===== src/rtl/indexed_address_unit.sv =====
// indexed_address_unit: 65C02 indexed effective address (abs,X / abs,Y / zp,X / zp,Y) sequencer
module indexed_address_unit (
  input  logic        fclk,
  input  logic        resb,
  input  logic        start,
  input  logic [1:0]  mode,
  input  logic [7:0]  index_x,
  input  logic [7:0]  index_y,
  input  logic        force_fixup,
  input  logic [7:0]  db_in,
  input  logic        db_valid,
  output logic [15:0] ea,
  output logic        ea_valid,
  output logic        page_cross,
  output logic        busy
);
  typedef enum logic [2:0] {IDLE, FETCH_LO, FETCH_HI, FIXUP, DONE} state_t;
  state_t      state_q, state_d;
  logic        zp_q, zp_d;
  logic        ff_q, ff_d;
  logic [7:0]  idx_q, idx_d;
  logic [7:0]  lo_q, lo_d;
  logic [7:0]  hi_q, hi_d;
  logic [15:0] ea_q, ea_d;
  logic        pc_q, pc_d;
  logic        ea_valid_q, busy_q;
  logic [7:0]  sum8;
  logic [8:0]  s;
  assign sum8 = db_in + idx_q;
  assign s = {1'b0, lo_q} + {1'b0, idx_q};
  // next-state and datapath loads; ea/page_cross only change on entry to DONE
  always_comb begin
    state_d = state_q;
    zp_d = zp_q;
    ff_d = ff_q;
    idx_d = idx_q;
    lo_d = lo_q;
    hi_d = hi_q;
    ea_d = ea_q;
    pc_d = pc_q;
    case (state_q)
      IDLE: if (start) begin
        zp_d = mode[1];
        ff_d = force_fixup;
        idx_d = mode[0] ? index_y : index_x;
        state_d = FETCH_LO;
      end
      FETCH_LO: if (db_valid) begin
        lo_d = db_in;
        if (zp_q) begin
          ea_d = {8'h00, sum8};
          pc_d = 1'b0;
          state_d = DONE;
        end else state_d = FETCH_HI;
      end
      FETCH_HI: if (db_valid) begin
        hi_d = db_in;
        if (s[8] || ff_q) state_d = FIXUP;
        else begin
          ea_d = {db_in, s[7:0]};
          pc_d = 1'b0;
          state_d = DONE;
        end
      end
      FIXUP: begin
        ea_d = {hi_q + {7'b0, s[8]}, s[7:0]};
        pc_d = s[8];
        state_d = DONE;
      end
      default: state_d = IDLE;
    endcase
  end
  // state and registered outputs, synchronous active-low reset
  always_ff @(posedge fclk) begin
    if (!resb) begin
      state_q <= IDLE;
      zp_q <= 1'b0;
      ff_q <= 1'b0;
      idx_q <= 8'h00;
      lo_q <= 8'h00;
      hi_q <= 8'h00;
      ea_q <= 16'h0000;
      pc_q <= 1'b0;
      ea_valid_q <= 1'b0;
      busy_q <= 1'b0;
    end else begin
      state_q <= state_d;
      zp_q <= zp_d;
      ff_q <= ff_d;
      idx_q <= idx_d;
      lo_q <= lo_d;
      hi_q <= hi_d;
      ea_q <= ea_d;
      pc_q <= pc_d;
      ea_valid_q <= state_d == DONE;
      busy_q <= state_d != IDLE;
    end
  end
  assign ea = ea_q;
  assign page_cross = pc_q;
  assign ea_valid = ea_valid_q;
  assign busy = busy_q;
endmodule


===== config.mk =====
export PLATFORM = sky130hd
export DESIGN_NAME = indexed_address_unit
export DESIGN_NICKNAME = d
export VERILOG_FILES = /design/src/rtl/indexed_address_unit.sv
export SDC_FILE = /design/constraint.sdc
export NUM_CORES = 1
export LEC_CHECK = 0
export ABC_AREA = 1
export ABC_CLOCK_PERIOD_IN_PS = 3400
export BUFFER_PORTS_ARGS = -buffer_cell sky130_fd_sc_hd__clkbuf_2
export CAP_MARGIN = 20
export CORE_MARGIN = 2
export CORE_UTILIZATION = 58
export CTS_BUF_LIST = sky130_fd_sc_hd__clkbuf_2
export CTS_CLUSTER_DIAMETER = 40
export CTS_CLUSTER_SIZE = 30
export DETAILED_ROUTE_END_ITERATION = 10
export PLACE_DENSITY = 0.82
export SLEW_MARGIN = 15
export SYNTH_ARGS = -nofsm -noshare
export SYNTH_HDL_FRONTEND = slang
export SYNTH_SLANG_ARGS = --single-unit

===== constraint.sdc =====
create_clock -name fclk -period 3.4 [get_ports fclk]
set_input_delay 0.17 -clock fclk [delete_from_list [all_inputs] [get_ports fclk]]
set_output_delay 0.17 -clock fclk [all_outputs]
set_load 0.01 [all_outputs]

==> impl_metrics.yaml <==
power:
  power.switching_mw: 0.400
  clockPowerShare: 0.253
  vdd_ir_drop_max_v: 0.000237
  p_int_mw: 0.840
  power_leakage_nw: 1.72
  pwr-share-seq: 0.503
  swShare: 0.322
  pwr-share-comb: 0.244
  p_per_area_nw_per_um2: 379
critical_path:
  cp_common_cell: "nand2_1"
  crit_path_start_kind: "register"
  crit_buf_inv: 2
  required_ns: 3.79
  cpPeakStageDelay_ns: 0.40
  critical_path_peak_fanout: 8
  crit_slowest_cell: "dfxtp_1"
  critPathCaptureType: "register"
  cp_top_family: "simple AND/OR/NAND/NOR gates"
  worstSetupPathType: "register to register"
  cp_cell_sequence: "ha_1, inv_1, fa_1, inv_1, nand2_1, nand2_1, nand3_1, nand2_1, ha_1, nand2_1, nor2_1, nand3_1, nand2_1, nand2_1, o21ai_0, nor2_1, nor2_1"
  cp.arrival_ns: 3.17
clocking:
  clock_path_buffers: 2
  clk_latency_ns: 0.43
  path_clk_slew_ns: 0.24
  clockRootBuffer: "clkbuf_2"
  htreeDepth: 2
  cts_tree: "yes"
  clock_sinks: 48
  cts_buffers: 5
grt:
  grtUsageTotal: 0.271
  grt_pass1_vias: 2702
  grt.overflow.total: 0
  grt_pass1_wl_mm: 11.6
  antenna_found_initial: 0
  grt_start_max_net_pins: 44
logic_synthesis:
  seq_area_frac_synth: 0.331
  synth_xor_xnor_area_share: 0.00904
  synthSimpleGateAreaFrac: 0.303
  synth_edf_count: 0
  yosys_warnings: 0
  synth_area_per_cell_um2: 6.63
  syn_inst: 438
  synth_area_um2: 2910
  synth_top_family_by_area: "simple AND/OR/NAND/NOR gates"
  synthMuxAreaShare: 0.00345
  synth_cell_types: 32
  synthAdderAreaFrac: 0.0827
  async_reset_ff_frac: 0
  synth_fp_nets: 487
  ys_seq_elements: 48
  synth_flop_cell: "dfxtp_1"
  synth_compound_area_frac: 0.166
routing:
  vias: 2879
  drtPass1Iterations: 5
  via_per_inst: 5.21
  drc_errors: 0
  avgRoutedWirePerCell_um: 12.8
  drtIter0Drc: 181
  ant_nets: 0
  routed_wl_mm: 7.08
sta:
  slew_headroom: 0.518
  setup_tns_ns: 0
  slew_violations: 0
  finalSetupViolCount: 0
  rsz0062_at_grt: "false"
  tightestPinTransition_ns: 0.723
  fmax_mhz: 360
  period_share: 0.816
  hold_violations: 0
  skew_ns: 0.0206
  post-route-min-period_ns: 2.78
  setup_slack_ns: 0.624
place:
  gp_congestion: 0.958
  hpwl_mm: 5.33
  dpl-instance-area_um2: 3170
  dp_slack_ns: 0.733
  port-buffer-count: 49
hold_path:
  hold_class: "input port to register"
floorplanning:
  fp.dieH_um: 74.8
  dieArea_um2: 5590
  core_um2: 4790
  start_util: 0.607
  rows: 25
  io_pins: 50
  die_x_um: 74.8
layout:
  mostFrequentLayoutCells: "nand2_1, nor2_1, inv_1, clkbuf_2, dfxtp_1"
  fillCellCount: 464
  final_common_cell: "nand2_1"
  antenna_cells: 0
  multi_input_area_um2: 1640
  drive_gt1_frac: 0.142
  design_area_um2: 3270
  area_delta_synth_final_pct: 12.5
  nets: 534
  fin_util: 0.683
  final-seq-area_um2: 961
flow_run:
  drv_cap: 0
run_status:
  status: "completed"
-- metrics by stage --
stage	power [mW]	cells	hold WS, ns
6_report	1.24	553	0.00267
3_3_place_gp	0.921	542	0.442
2_1_floorplan	0.843	438	0.305
4_1_cts	1.24	553	0.000825
5_1_grt	1.30	553	0.00859
3_5_place_dp	0.930	542	0.452
-- path summary, 6_finish.rpt --
check             slack (ns)    endpoint  startpoint  depth (start not counted)
setup / recovery        0.62      ea[15]    idx_q[0]                         17
hold / removal         0.003     lo_q[4]    db_in[4]                          3
setup reg to reg        0.62      ea[15]    idx_q[0]                         17
hold reg to reg         0.49  page_cross  page_cross                          2
-- registers in the layout (all words and copies together), names as in the netlist --
signal,count
ea_valid,1
hi_q,8
ff_q,1
page_cross,1
lo_q,8
idx_q,8
ea,16
busy,1
zp_q,1
state_q,3
-- kinds of logic (layout without fill, tap and decap cells) --
| family | after synthesis | in the layout |
|---|---|---|
| and+or+nand+nor | 197 | 197 |
| buffers and inverters | 77 | 125 |
| adders and majority gates | 18 | 18 |
| muxes | 1 | 1 |
| xor gates and xnor gates | 3 | 3 |
| DFF | 48 | 48 |
| AOI/OAI and AO/OA | 94 | 94 |
-- worst reg2reg max path, stage by stage, from the launching register on --
cell and delay [ns]:
dfxtp_1 0.40, ha_1 0.20, inv_1 0.06, fa_1 0.35
inv_1 0.08, nand2_1 0.08, nand2_1 0.12, nand3_1 0.18
nand2_1 0.29, ha_1 0.23, nand2_1 0.07, nor2_1 0.16
nand3_1 0.13, nand2_1 0.07, nand2_1 0.04, o21ai_0 0.14
nor2_1 0.07, nor2_1 0.09
-- repair_timing --
item                                    4_1_cts  5_1_grt
hold buffers                                  3        0
resized for setup                             0        0
endpoints found under the setup margin        0        0
endpoints found under the hold margin         3        0
buffers inserted                              0        0
-- power groups by stage --
stage	registers [mW]	logic (mW)	clock network (mW)
finish	0.624	0.302	0.314
global route	0.629	0.339	0.335
CTS	0.624	0.300	0.316
detailed placement	0.635	0.295	0
global placement	0.633	0.288	0
floorplan	0.637	0.206	0
-- Yosys cell counts, types with 3 or more instances --
master / instances / share of area
o21ai_0: 42 / 0.072
nand3_1: 31 / 0.053
nand3b_1: 3 / 0.0078
a21oi_1: 45 / 0.078
nor2_1: 64 / 0.083
ha_1: 16 / 0.069
or2_2: 3 / 0.0065
nand4_1: 8 / 0.017
inv_1: 62 / 0.080
clkbuf_1: 7 / 0.0090
nand2_1: 80 / 0.10
dfxtp_1: 48 / 0.33
inv_2: 3 / 0.0039
-- per-layer routing --
| metal | part of all wire | vias to the layer above | track usage |
|---|---|---|---|
| met5 | 0 | - | 0 |
| met4 | 0.024 | 0 | 0.0972 |
| met3 | 0.050 | 19 | 0.0428 |
| met2 | 0.49 | 84 | 0.493 |
| met1 | 0.44 | 1265 | 0.322 |
| li1 | - | 1511 | - |
-- area by class of cell --
class,instances,share of cell area
clock inverter,2,0.0107
inverter,65,0.0747
tap,67,0.0257
clock buffer,6,0.00919
multi-input combinational,313,0.502
sequential,48,0.294
timing repair buffer,52,0.0842
Note: power is estimated with default switching activity, not from simulation.
